**src/rtl/engine_adder_tree.sv**
```systemverilog
// engine_adder_tree: reduces LANES signed lane inputs through a registered
// pairwise adder tree. Each tree sum is shifted, optionally negated, and
// accumulated over a multi-beat sequence that ends on a tagged last beat.
// The design has no backpressure and accepts one beat every cycle.
module engine_adder_tree #(
  parameter int unsigned LANES   = 4,
  parameter int unsigned IN_W    = 16,
  parameter int unsigned ACC_W   = 24,
  parameter int unsigned SHIFT_W = 3,
  parameter int unsigned SAT_EN  = 0
) (
  input  logic                     clk,
  input  logic                     rst,
  input  logic                     init,
  input  logic                     in_valid,
  input  logic [LANES*IN_W-1:0]    in_data,
  input  logic [SHIFT_W-1:0]       in_shift,
  input  logic                     in_neg,
  input  logic                     in_last,
  output logic [ACC_W-1:0]         acc_out,
  output logic                     out_valid,
  output logic                     ovf
);

  localparam int unsigned LVL    = $clog2(LANES);
  // Tree nodes are held at the final tree width. Each level still adds one
  // bit of headroom: level l only ever needs IN_W+l bits.
  localparam int unsigned TW     = IN_W + LVL;
  localparam int unsigned NODES  = 2 * LANES - 1;
  // Wide enough to hold the true shifted and negated term exactly.
  localparam int unsigned TERM_W = ACC_W + (1 << SHIFT_W) + 1;
  localparam int unsigned SUM_W  = TERM_W + 1;

  // Flat node storage. Level 0 holds the registered lanes at offset 0.
  // Level l starts at offset 2*LANES - 2*(LANES>>l). The root is the last node.
  function automatic int unsigned lvl_off(input int unsigned l);
    return 2 * LANES - 2 * (LANES >> l);
  endfunction

  logic signed [TW-1:0]   node_q [NODES];
  logic [LVL:0]           vld_q;
  logic [LVL:0]           neg_q;
  logic [LVL:0]           last_q;
  logic [SHIFT_W-1:0]     shf_q  [LVL+1];

  logic signed [ACC_W-1:0] acc_q;
  logic [ACC_W-1:0]        acc_out_q;
  logic                    out_valid_q;
  logic                    ovf_q;

  logic signed [TW-1:0]    root;
  logic [TERM_W-1:0]       ext;
  logic [TERM_W-1:0]       shifted;
  logic [TERM_W-1:0]       term_w;
  logic [SUM_W-1:0]        sum_w;
  logic                    term_ovf;
  logic                    sum_ovf;
  logic [ACC_W-1:0]        acc_d;

  // Tree data path: register the sign-extended lanes, then add pairs level by level.
  always_ff @(posedge clk or posedge rst) begin
    if (rst) begin
      for (int unsigned n = 0; n < NODES; n++) begin
        node_q[n] <= '0;
      end
    end else begin
      for (int unsigned j = 0; j < LANES; j++) begin
        node_q[j] <= TW'($signed(in_data[j*IN_W +: IN_W]));
      end
      for (int unsigned l = 1; l <= LVL; l++) begin
        for (int unsigned j = 0; j < (LANES >> l); j++) begin
          node_q[lvl_off(l) + j] <= node_q[lvl_off(l-1) + 2*j]
                                  + node_q[lvl_off(l-1) + 2*j + 1];
        end
      end
    end
  end

  // Sideband moves with the data. Only the valid bits are cleared by init,
  // and that alone is enough to drop every beat still in the tree.
  always_ff @(posedge clk or posedge rst) begin
    if (rst) begin
      vld_q  <= '0;
      neg_q  <= '0;
      last_q <= '0;
      for (int unsigned l = 0; l <= LVL; l++) begin
        shf_q[l] <= '0;
      end
    end else begin
      if (init) begin
        vld_q <= '0;
      end else begin
        vld_q <= {vld_q[LVL-1:0], in_valid};
      end
      neg_q    <= {neg_q[LVL-1:0], in_neg};
      last_q   <= {last_q[LVL-1:0], in_last};
      shf_q[0] <= in_shift;
      for (int unsigned l = 1; l <= LVL; l++) begin
        shf_q[l] <= shf_q[l-1];
      end
    end
  end

  assign root = node_q[NODES-1];

  // Shift, negate and add at full precision. Overflow of the term and
  // overflow of the sum are both detected from the high bits of the wide values.
  always_comb begin
    ext      = TERM_W'(root);
    shifted  = ext << shf_q[LVL];
    term_w   = neg_q[LVL] ? ('0 - shifted) : shifted;
    term_ovf = (|term_w[TERM_W-1:ACC_W-1]) && !(&term_w[TERM_W-1:ACC_W-1]);
    sum_w    = SUM_W'(acc_q) + SUM_W'($signed(term_w));
    sum_ovf  = (|sum_w[SUM_W-1:ACC_W-1]) && !(&sum_w[SUM_W-1:ACC_W-1]);
    acc_d    = sum_w[ACC_W-1:0];
    if ((SAT_EN != 0) && sum_ovf) begin
      acc_d = sum_w[SUM_W-1] ? {1'b1, {(ACC_W-1){1'b0}}}
                             : {1'b0, {(ACC_W-1){1'b1}}};
    end
  end

  // Accumulator and result registers. init overrides any beat arriving here.
  always_ff @(posedge clk or posedge rst) begin
    if (rst) begin
      acc_q       <= '0;
      acc_out_q   <= '0;
      out_valid_q <= 1'b0;
      ovf_q       <= 1'b0;
    end else if (init) begin
      acc_q       <= '0;
      acc_out_q   <= '0;
      out_valid_q <= 1'b0;
      ovf_q       <= 1'b0;
    end else begin
      out_valid_q <= 1'b0;
      if (vld_q[LVL]) begin
        if (term_ovf || sum_ovf) begin
          ovf_q <= 1'b1;
        end
        if (last_q[LVL]) begin
          acc_out_q   <= acc_d;
          out_valid_q <= 1'b1;
          acc_q       <= '0;
        end else begin
          acc_q <= acc_d;
        end
      end
    end
  end

  assign acc_out   = acc_out_q;
  assign out_valid = out_valid_q;
  assign ovf       = ovf_q;

endmodule

```
**config.mk**
```make
export PLATFORM = sky130hd
export DESIGN_NAME = engine_adder_tree
export DESIGN_NICKNAME = d
export VERILOG_FILES = /design/src/rtl/engine_adder_tree.sv
export SDC_FILE = /design/constraint.sdc
export NUM_CORES = 1
export LEC_CHECK = 0
export ABC_CLOCK_PERIOD_IN_PS = 6000
export BUFFER_PORTS_ARGS = -buffer_cell sky130_fd_sc_hd__buf_2
export CORE_MARGIN = 2
export CORE_UTILIZATION = 48
export CTS_CLUSTER_SIZE = 25
export DETAILED_ROUTE_END_ITERATION = 10
export GPL_TIMING_DRIVEN = 1
export PLACE_DENSITY = 0.74
export SKIP_LAST_GASP = 1
export SYNTH_ARGS = -nofsm -noshare
export SYNTH_HDL_FRONTEND = slang
export SYNTH_SLANG_ARGS = --single-unit
```
**constraint.sdc**
```tcl
create_clock -name clk -period 6 [get_ports clk]
set_input_delay 1.2 -clock clk [delete_from_list [all_inputs] [get_ports clk]]
set_output_delay 1.2 -clock clk [all_outputs]
set_load 0.005 [all_outputs]
```
== Word-level counts from Yosys, hierarchy flattened ==
Index checks and enable logic that the tools add are counted.

* Bits in registers: 186
* Bits of input ports: 73

* $add $sub $neg: 5
* Shift operators: 1
* Multiplexer cells: 14
* Reduce and logical (&&, ||, !) cells: 14

{| class="wikitable"
|+ Operator list
! cell !! number
|-
| 24-bit two-way mux || 6
|-
| 16-bit by 16-bit adder with 17-bit output || 2
|-
| 24-bit by 33-bit adder with 34-bit output || 1
|-
| 33-bit two-way mux || 1
|-
| 33-bit by 3-bit left shift with 33-bit output || 1
|-
| 1-bit by 33-bit subtractor with 33-bit output (first input constant) || 1
|-
| 18-bit adder || 1
|-
| 11-bit AND reduction || 1
|-
| 11-bit OR reduction || 1
|-
| 10-bit AND reduction || 1
|-
| 10-bit OR reduction || 1
|-
| 1-bit two-way mux || 6
|-
| 2-bit nonzero test || 3
|-
| 2-bit AND reduction || 2
|-
| 3-bit two-way mux || 1
|-
| 1-bit logical AND || 2
|-
| 1-bit logical NOT || 2
|-
| 1-bit logical OR || 1
|}

== Logic depth before layout (Yosys ltp) ==
Gate-level depths: netlist (run 1).

* Word-level depth: 11
* Mapped depth: 24
* Gate-level depth less buffers: 21

== Least setup slack after synthesis (run 1) ==
OpenSTA, ideal clock, no wires.

* Path type: reg-to-reg
* From: register shf_q[2] (netlist bit)
* To: register ovf_q (netlist: ovf)
* Library setup time: 0.136 ns
* Arrival: 4.720 ns
* Required time: 5.864 ns
* Slack: 1.144 ns
* Cell stages (with the launch flop): 23
* Buffers on the path: 3
* Clock period less this slack: 4.856 ns
* Cells stage by stage: dfrtp_1 buf_1 clkbuf_1 clkbuf_1 or3_1 ha_1 nor2b_1 and3_1 nand4_1 o31ai_4 o21ai_0 ha_1 a21oi_1 o21ai_0 a21oi_1 a21bo_2 a22oi_1 a21boi_0 mux2i_1 nor4b_1 nand4_1 o31ai_1 a211oi_2

* Longest elaborated chain between the ends: 10

{| class="wikitable"
|+ Ends and longest elaborated chain
! item !! RTL line !! source
|-
| start: declaration || 44 || <nowiki>logic [SHIFT_W-1:0] shf_q [LVL+1];</nowiki>
|-
| start signal: indexed assignment || 99 || <nowiki>shf_q[l] <= shf_q[l-1];</nowiki>
|-
| 33-bit by 3-bit left shift with 33-bit output * || 110 || <nowiki>shifted = ext << shf_q[LVL];</nowiki>
|-
| 1-bit by 33-bit subtractor with 33-bit output || 111 || <nowiki>term_w = neg_q[LVL] ? ('0 - shifted) : shifted;</nowiki>
|-
| 33-bit two-way mux * || 111 ||
|-
| 24-bit by 33-bit adder with 34-bit output || 113 || <nowiki>sum_w = SUM_W'(acc_q) + SUM_W'($signed(term_w));</nowiki>
|-
| 11-bit AND reduction || 114 || <nowiki>sum_ovf = (|sum_w[SUM_W-1:ACC_W-1]) && !(&sum_w[SUM_W-1:ACC_W-1]);</nowiki>
|-
| 1-bit logical NOT || 114 ||
|-
| 1-bit logical AND || 114 ||
|-
| 1-bit logical OR * || 137 || <nowiki>if (term_ovf || sum_ovf) begin</nowiki>
|-
| 2-bit nonzero test (no line) * || n/a ||
|-
| 2-bit AND reduction (no line) * || n/a ||
|-
| end signal: assignment || 128 || <nowiki>ovf_q <= 1'b0;</nowiki>
|-
| end signal: assignment || 133 || <nowiki>ovf_q <= 1'b0;</nowiki>
|-
| end signal: assignment || 138 || <nowiki>ovf_q <= 1'b1;</nowiki>
|-
| end: declaration || 49 || <nowiki>logic ovf_q;</nowiki>
|}

Every way passes the cells marked *; elsewhere a longest branch is shown, timed or not.
A chain may end at the register's enable or synchronous reset.

== Final worst setup path (run 1) ==
* From: register shf_q[0] (netlist bit)
* To: register ovf_q (netlist: ovf)

Same word-level chain as after synthesis.

==> impl_metrics.tcl, run 1 <==
set metrics [dict create \
    worst_setup_path_start_kind "flip-flop" \
    core.rowCount 55 \
    r2r_cells 18 \
    die_x_um 154 \
    initial_core_util 0.484 \
    drtIter0Drc 500 \
    r2r-start "shf_q[0]" \
    crit_type "flip-flop to flip-flop" \
    tightest_slew_ps 956 \
    numCtsBuffers 17 \
    numClockSinks 184 \
    setup_tns_ps 0 \
    ys_warn_count 0 \
    crit_path_max_fanout 27 \
    synth_edf_count 0 \
    clk_path_buf_depth 2 \
    end_kind "flip-flop" \
    gp_congestion 0.876 \
    irDropWorstVdd_mv 0.232 \
    clk-insertion-delay-late_ps 440 \
    ys_seq_area_frac 0.424 \
    synth_top_family_by_area "compound AO/OA/AOI/OAI gates" \
    maxSlewViolCount 0 \
    hold_viol 0 \
    clkSlewWorstSetupHoldPaths_ps 80 \
    max-slew-margin-rel 0.363 \
    die-area_sq_um 23800 \
    routed_wl_um 21800 \
    ant_nets 0 \
    wl_per_cell_um 14.7 \
    ys.flop_type "dfrtp_1" \
    dp_slack_ps 345 \
    core_area_sq_um 22400 \
    grt_pass1_wl_um 37700 \
    synth-simple-area-share 0.140 \
    fp.dieH_um 154 \
    synth_area_sq_um 10900 \
    drv_cap 0 \
    synth_fa_ha_area_frac 0.105 \
    ys_seq_elements 184 \
    hold_depth 0 \
    leakagePower_nw 5.71 \
    grt_max_degree 185 \
    nets 1344 \
    clock-root-buffer "clkbuf_16" \
    cp_num_buf_inv 1 \
    yosysUniqueCellTypes 84 \
    period_share 0.920 \
    critPathArrivalTime_ps 5810 \
    drive_above_1_share 0.156 \
    cp_cell_sequence "buf_6 > mux4_2 > mux2i_4 > o41ai_2 > nor3_2 > nand4_1 > o31ai_4 > o21ai_0 > ha_1 > a21o_1 > a2111oi_0 > a22oi_1 > a21boi_0 > mux2i_1 > nor4b_1 > nand4_1 > o31ai_1 > a211oi_2" \
    crit_family "compound AO/OA/AOI/OAI gates" \
    status "finished, final reports clean" \
    setup_viol 0 \
    syn_area_per_cell_sq_um 9.95 \
    setup_ws_ps 482 \
    rr_endpoint "ovf" \
    min_period_ps 5520 \
    hpwl_um 15800 \
    postCtsSetupRepairBufs 0 \
    cp.required_ps 6290 \
    power_density_nw_per_um2 372 \
    crit_path_max_incr_delay_ps 640 \
    synth_compound_area_frac 0.181 \
    synthCells 1091 \
    antenna_found_initial 1 \
    h-tree-depth 4 \
    syn_nets 1253 \
    overflow 0 \
    drcViolationCount 0 \
    min_from "shf_q[6]" \
    slowest_stage "a2111oi_0" \
    hold_slack_ps 341 \
    cts_tree "done" \
    diodes 0 \
    synth_xor_area_frac 0.0629 \
    min_path_type "flip-flop to flip-flop" \
    vias 8203 \
    grtUsageTotal 0.191 \
    io_pins 99 \
    io_buffers 98 \
    vias_per_cell 5.55 \
    area_growth_syn_to_layout_pct 12.8 \
    synthMuxAreaShare 0.0518 \
    grt_pass1_vias 8159 \
    async_flop_share 1.00 \
    rrSetupSlack_ps 480 \
    hold_end "shf_q[3]" \
    cpMostUsedCell "nand4_1" \
    rsz0062_at_grt "false" \
    fmax_mhz 181 \
    firstDrtPassIters 5 \
    fin_skew_ps 15.5 \
]
[report_power, final]
group,switching (W),internal [W],leakage (nW)
registers,0.000166,0.00144,2.24
logic,0.00104,0.000798,3.18
clock network,0.000552,0.000564,0.291
[cells in the mapped netlist, drive strengths merged, types with 14 or more instances]
library cell | number | area, sq um
nor3 | 18 | 95.1
o21ai | 70 | 350
ha | 85 | 1060
nor2b | 36 | 228
xor2 | 18 | 158
o31ai | 15 | 136
clkbuf | 28 | 106
nand3 | 16 | 80.1
xnor2 | 60 | 526
a22o | 19 | 166
mux2i | 22 | 233
nor2 | 97 | 367
a21oi | 78 | 390
dfrtp | 184 | 4600
nand2 | 81 | 304
nand2b | 14 | 87.6
inv | 59 | 221
[layout by cell type, fill, tap and decap left out, drive strengths merged, types with 9 or more instances in the layout]
| master | Yosys | layout |
|---|---|---|
| a21o | 13 | 13 |
| xor2 | 18 | 18 |
| inv | 59 | 65 |
| nand2b | 14 | 14 |
| o21a | 9 | 9 |
| mux4 | 11 | 11 |
| nor2 | 97 | 97 |
| nand2 | 81 | 81 |
| nand3 | 16 | 16 |
| a21oi | 78 | 78 |
| dfrtp | 184 | 184 |
| xnor2 | 60 | 60 |
| mux2i | 22 | 22 |
| nor3 | 18 | 18 |
| a31oi | 10 | 10 |
| a22o | 19 | 19 |
| o31ai | 15 | 15 |
| clkbuf | 28 | 17 |
| nand4 | 13 | 13 |
| nor2b | 36 | 36 |
| o21ai | 70 | 70 |
| a21boi | 13 | 13 |
| ha | 85 | 85 |
| buf | 8 | 108 |
[per-stage QoR]
step,utilization,instance area (sq um),cells,total power [W]
floorplan,-,10900,1091,0.00299
global placement,0.519,11600,1448,0.00339
detailed placement,0.519,11600,1448,0.00343
CTS,0.546,12200,1479,0.00456
global route,0.546,12300,1479,0.00487
finish,0.546,12300,1479,0.00455
[kinds of logic after synthesis]
logic type,after synthesis
XOR/XNOR,78
flip-flops,184
buffers and inverters,95
AND/OR/NAND/NOR,313
AO/OA/AOI/OAI,292
adder cells (fa/ha/maj),89
multiplexers,40
[layer usage]
layer	global-route usage	wire length, um	share of wire
met1	0.255	10300	0.47
met4	0.0613	303	0.014
met3	0.0339	982	0.045
met2	0.319	10200	0.47
met5	0	13	0.00060
[flip-flops by register name, indices dropped and copies added, names as in the netlist]
signal,cells
out_valid,1
last_q,3
root,18
neg_q,3
acc_out,24
vld_q,3
ovf,1
shf_q,9
acc_q,24
node_q,98
[what timing repair did]
action                     4_1_cts  5_1_grt
setup endpoints to repair        0        1
hold buffers                     0        0
gates resized for setup          0        5
[how the worst max path moves through the flow]
stage	cells after the start	start	slack, ps	end
3_3_place_gp	18	shf_q[0]	500	ovf
2_1_floorplan	22	shf_q[2]	1140	ovf
4_1_cts	18	shf_q[0]	320	ovf
6_report	18	shf_q[0]	480	ovf
5_1_grt	19	shf_q[0]	110	ovf
3_5_place_dp	18	shf_q[0]	340	ovf
[cell type report]
class / count / area, sq um
Tap cell: 285 / 357
Timing Repair Buffer: 108 / 582
Inverter: 59 / 225
Clock inverter: 14 / 175
Fill cell: 1980 / 10200
Multi-Input combinational cell: 812 / 5880
Clock buffer: 17 / 425
Sequential cell: 184 / 4610
Note: power is estimated with default switching activity, not from simulation.
==> inputs of run 2 (changes only) <==
- CORE_ASPECT_RATIO: unset -> 0.5
==> run 2 against run 1 <==
  * Non-clock buffer count unchanged
  * Sequential power hardly changed
  * Total power up 1.1%
  * First-iteration DRC count rose by 48%
  * Worst setup slack gained 190 ps
  * Critical path depth increased by 2
  * Flip-flop and latch count unchanged
  * Critical endpoint unchanged
  * Largest cell class unchanged
==> impl_metrics.tcl, run 2 (synthesis results as in run 1) <==
set metrics [dict create \
    fillers 1896 \
    io_pins 99 \
    cts_hold_buf 0 \
    use_met3 0.0453 \
    core.rowCount 38 \
    crit_type "flip-flop to flip-flop" \
    drtIter0Drc 742 \
    antenna_found_initial 0 \
    h-tree-depth 4 \
    maxSlewViolCount 0 \
    r2r_cells 20 \
    io_buffers 98 \
    rr_endpoint "ovf" \
    grtUsageTotal 0.211 \
    drcViolationCount 0 \
    min_period_ps 5330 \
    grt_pass1_vias 7993 \
    end_kind "flip-flop" \
    drive_above_1_share 0.153 \
    rsz0062_at_grt "false" \
    clkSlewWorstSetupHoldPaths_ps 80 \
    status "finished, final reports clean" \
    dp_slack_ps 588 \
    cts_tree "done" \
    wl_per_cell_um 16.0 \
    initial_core_util 0.495 \
    grt_max_degree 185 \
    fin_skew_ps 12.7 \
    crit_path_max_fanout 13 \
    overflow 0 \
    cp.required_ps 6310 \
    clk_path_buf_depth 2 \
    cp_num_buf_inv 1 \
    critPathArrivalTime_ps 5640 \
    fmax_mhz 188 \
    drv_cap 0 \
    setup_ws_ps 672 \
    numClockSinks 184 \
    vias_per_cell 5.58 \
    die-area_sq_um 23900 \
    total_power_w 0.00460 \
    leakagePower_nw 5.69 \
    slowest_stage "dfrtp_2" \
    setup_viol 0 \
    grt_util_met1 0.299 \
    area_growth_syn_to_layout_pct 12.7 \
    fp.dieH_um 110 \
    core_area_sq_um 21900 \
    postCtsSetupRepairBufs 0 \
    irDropWorstVdd_mv 0.218 \
    power_density_nw_per_um2 376 \
    largest_reg_flops 98 \
    nets 1344 \
    hpwl_um 17600 \
    final_cell_mix "dfrtp_1, buf_2, nor2_1" \
    crit_family "compound AO/OA/AOI/OAI gates" \
    clock-root-buffer "clkbuf_16" \
    regMostFlops "node_q" \
    cp_cell_sequence "buf_4 > mux2i_1 > mux2i_1 > mux2i_1 > and2_1 > nand4_2 > o311ai_4 > nand2_1 > ha_1 > a21oi_1 > o21ai_0 > a31oi_1 > o21ai_0 > nor4b_1 > a31oi_1 > a31o_2 > nor4b_1 > nand4_1 > o31ai_1 > a211oi_2" \
    clk-insertion-delay-late_ps 460 \
    cp-startpoint "shf_q[0]" \
    cpMostUsedCell "mux2i_1" \
    min_path_type "flip-flop to flip-flop" \
    period_share 0.888 \
    final_common_cell "dfrtp_1" \
    numCtsBuffers 17 \
    crit_cells 20 \
    max-slew-margin-rel 0.387 \
    setup_tns_ps 0 \
    worst_setup_path_start_kind "flip-flop" \
    ant_nets 0 \
    r2r-start "shf_q[0]" \
    diodes 0 \
    rrSetupSlack_ps 670 \
    routed_wl_um 23900 \
    tightest_slew_ps 919 \
    firstDrtPassIters 5 \
    final_core_util 0.558 \
    die_x_um 217 \
    gr-usage-met2 0.329 \
    top_usage_layer "met2" \
    vias 8348 \
    hold_viol 0 \
    grt_pass1_wl_um 39900 \
    critical_path.endpoint "ovf" \
    crit_path_max_incr_delay_ps 520 \
    gp_congestion 0.958 \
]
==> run 2: cell count changes in the layout (fill, tap and decap cells not counted) <==
| cell | before | now |
|---|---|---|
| a2111oi_0 | 2 | 3 |
| clkinvlp_4 | 1 | 3 |
| bufinv_16 | 0 | 1 |
| buf_6 | 1 | 0 |
| clkinv_8 | 5 | 0 |
| inv_8 | 3 | 4 |
| buf_4 | 8 | 9 |
| a21oi_1 | 76 | 77 |
| inv_12 | 1 | 0 |
| a2111oi_1 | 2 | 1 |
| a21oi_2 | 2 | 1 |
| clkbuf_1 | 0 | 3 |
==> run 2: report_power, final <==
group | total [W] | internal, W | switching, W | leakage, nW
Sequential | 0.00161 | 0.00144 | 0.000175 | 2.24
Clock | 0.00111 | 0.000588 | 0.000522 | 0.273
Combinational | 0.00188 | 0.000798 | 0.00108 | 3.18
Total | 0.00460 | 0.00282 | 0.00178 | 5.69
==> run 2: final cells by class <==
| class | count | area [sq um] | share of cell area |
|---|---|---|---|
| Clock buffer | 20 | 437 | 0.0357 |
| Clock inverter | 12 | 134 | 0.0109 |
| Inverter | 59 | 225 | 0.0184 |
| Multi-Input combinational cell | 812 | 5880 | 0.480 |
| Sequential cell | 184 | 4610 | 0.377 |
| Tap cell | 300 | 375 | 0.0307 |
| Timing Repair Buffer | 108 | 578 | 0.0473 |
==> run 2: routing by layer <==
| metal | vias up | share of wire |
|---|---|---|
| li1 | 4082 | - |
| met1 | 4010 | 0.49 |
| met2 | 228 | 0.44 |
| met3 | 28 | 0.054 |
| met4 | 0 | 0.013 |
| met5 | - | 0 |
==> run 2: per-stage QoR <==
step	cells	hold WS [ps]	area (sq um)
after floorplan	1091	331	10900
after global routing	1495	363	12200
after global placement	1463	337	11700
after detailed placement	1463	335	11700
final	1495	344	12200
after CTS	1495	354	12200
==> run 2: worst min path at each step <==
| stage | startpoint | to | cells after the start |
|---|---|---|---|
| finish | shf_q[8] | shf_q[5] | 0 |
| global route | shf_q[5] | shf_q[2] | 0 |
| CTS | shf_q[8] | shf_q[5] | 0 |
| detailed placement | shf_q[4] | shf_q[1] | 0 |
| global placement | shf_q[7] | shf_q[4] | 0 |
| floorplan | last_q[0] | last_q[1] | 0 |
==> run 2: what timing repair did <==
item	4_1_cts	5_1_grt
gates resized for setup	0	2
setup endpoints to repair	0	1
hold endpoints to repair	0	0
==> inputs of run 3 (changes only) <==
- CTS_BUF_LIST: unset -> sky130_fd_sc_hd__clkbuf_8 sky130_fd_sc_hd__clkbuf_16
==> run 3 against run 2 <==
  * Total power shrank 0.13%
  * Highest routed layer unchanged
  * Wire length is essentially flat
  * Critical path depth is the same
  * Critical endpoint unchanged
==> impl_metrics.tcl, run 3 (synthesis results as in run 1) <==
set metrics [dict create \
    grt_util_met1 0.299 \
    die-area_sq_um 23900 \
    fin_skew_ps 12.7 \
    grt_max_degree 185 \
    cp.required_ps 6310 \
    min_from "shf_q[8]" \
    core.rowCount 38 \
    hpwl_um 17600 \
    ant_nets 0 \
    drive_above_1_share 0.153 \
    cpMostUsedCell "mux2i_1" \
    vias_per_cell 5.59 \
    io_buffers 98 \
    die_x_um 217 \
    setup_viol 0 \
    cp_num_buf_inv 1 \
    worst_setup_path_start_kind "flip-flop" \
    hold_viol 0 \
    top_usage_layer "met2" \
    rrSetupSlack_ps 670 \
    r2r_cells 20 \
    rr_endpoint "ovf" \
    crit_family "compound AO/OA/AOI/OAI gates" \
    wl_per_cell_um 16.0 \
    clk-insertion-delay-late_ps 460 \
    fmax_mhz 188 \
    tightest_slew_ps 918 \
    initial_core_util 0.495 \
    h-tree-depth 4 \
    io_pins 99 \
    end_kind "flip-flop" \
    slowest_stage "dfrtp_2" \
    status "finished, final reports clean" \
    cts_hold_buf 0 \
    vias 8354 \
    clk_path_buf_depth 2 \
    final_cell_mix "dfrtp_1, buf_2, nor2_1" \
    min_path_type "flip-flop to flip-flop" \
    largest_reg_flops 98 \
    clkSlewWorstSetupHoldPaths_ps 80 \
    final_common_cell "dfrtp_1" \
    crit_path_max_incr_delay_ps 520 \
    numClockSinks 184 \
    leakagePower_nw 5.70 \
    drtIter0Drc 745 \
    grt_pass1_wl_um 39900 \
    crit_path_max_fanout 13 \
    firstDrtPassIters 5 \
    fp.dieH_um 110 \
    cts_tree "done" \
    use_met3 0.0453 \
    gp_congestion 0.958 \
    max-slew-margin-rel 0.388 \
    numCtsBuffers 17 \
    final_core_util 0.558 \
    overflow 0 \
    irDropWorstVdd_mv 0.218 \
    hold_depth 0 \
    antenna_found_initial 0 \
    critPathArrivalTime_ps 5640 \
    routed_wl_um 23900 \
    nets 1344 \
    period_share 0.888 \
    min_period_ps 5330 \
    cp_cell_sequence "buf_4 > mux2i_1 > mux2i_1 > mux2i_1 > and2_1 > nand4_2 > o311ai_4 > nand2_1 > ha_1 > a21oi_1 > o21ai_0 > a31oi_1 > o21ai_0 > nor4b_1 > a31oi_1 > a31o_2 > nor4b_1 > nand4_1 > o31ai_1 > a211oi_2" \
    core_area_sq_um 21900 \
    hold_end "shf_q[5]" \
    grtUsageTotal 0.211 \
    crit_type "flip-flop to flip-flop" \
    diodes 0 \
    area_growth_syn_to_layout_pct 12.7 \
    regMostFlops "node_q" \
    grt_pass1_vias 7993 \
    power_density_nw_per_um2 376 \
    clock-root-buffer "clkbuf_16" \
    rsz0062_at_grt "false" \
    maxSlewViolCount 0 \
    gr-usage-met2 0.329 \
    r2r-start "shf_q[0]" \
    setup_tns_ps 0 \
    drv_cap 0 \
    drcViolationCount 0 \
]
## run 3: changes by cell type in the layout (fill, tap and decap cells not counted), sizes merged
| cell | delta |
|---|---|
| inv | +3 |
| clkbuf | -3 |
## run 3: area by class of cell
class                   count  area (sq um)
clock buffers              17           425
multi-input cells         812          5880
repair buffers            108           578
inverters                  59           225
well taps                 300           375
flip-flops and latches    184          4610
fillers                  1896          9690
clock inverters            15           145
## run 3: worst max path at each step
stage	startpoint	to	slack [ps]	depth (start not counted)
floorplan	shf_q[2]	ovf	1140	22
detailed placement	shf_q[1]	ovf	590	19
global route	shf_q[0]	ovf	100	20
finish	shf_q[0]	ovf	670	20
CTS	shf_q[1]	ovf	540	19
global placement	shf_q[1]	ovf	680	19
## run 3: repair_timing
item / 4_1_cts / 5_1_grt
gates resized for setup: 0 / 2
setup buffers: 0 / 0
endpoints found under the setup margin: 0 / 1
## run 3: per-stage QoR
stage	area [sq um]	setup slack [ps]	hold WS [ps]	instances	total power (W)
floorplan	10900	1140	331	1091	0.00299
global placement	11700	684	337	1463	0.00343
detailed placement	11700	588	335	1463	0.00348
CTS	12200	544	354	1495	0.00461
global route	12200	101	363	1495	0.00492
finish	12200	672	344	1495	0.00460
## run 3: power breakdown
part,total [W],internal (W),switching [W]
sequential,0.00161,0.00144,0.000175
combinational,0.00188,0.000798,0.00108
clock,0.00110,0.000583,0.000521
## run 3: worst reg2reg max path, cell delays in order (launching register included)
cell      delay, ps
dfrtp_2         520
buf_4           270
mux2i_1         320
mux2i_1         210
mux2i_1         300
and2_1          280
nand4_2         200
o311ai_4        430
nand2_1         110
ha_1            370
a21oi_1         270
o21ai_0         140
a31oi_1         170
o21ai_0         210
nor4b_1         360
a31oi_1         110
a31o_2          260
nor4b_1         310
nand4_1         130
o31ai_1         100
a211oi_2        100
## run 3: routing by layer
layer  routed length, um  vias up
met5                   0        -
met4                 316        0
met3                1320       28
met2               10600      234
met1               11700     4011
li1                    -     4081
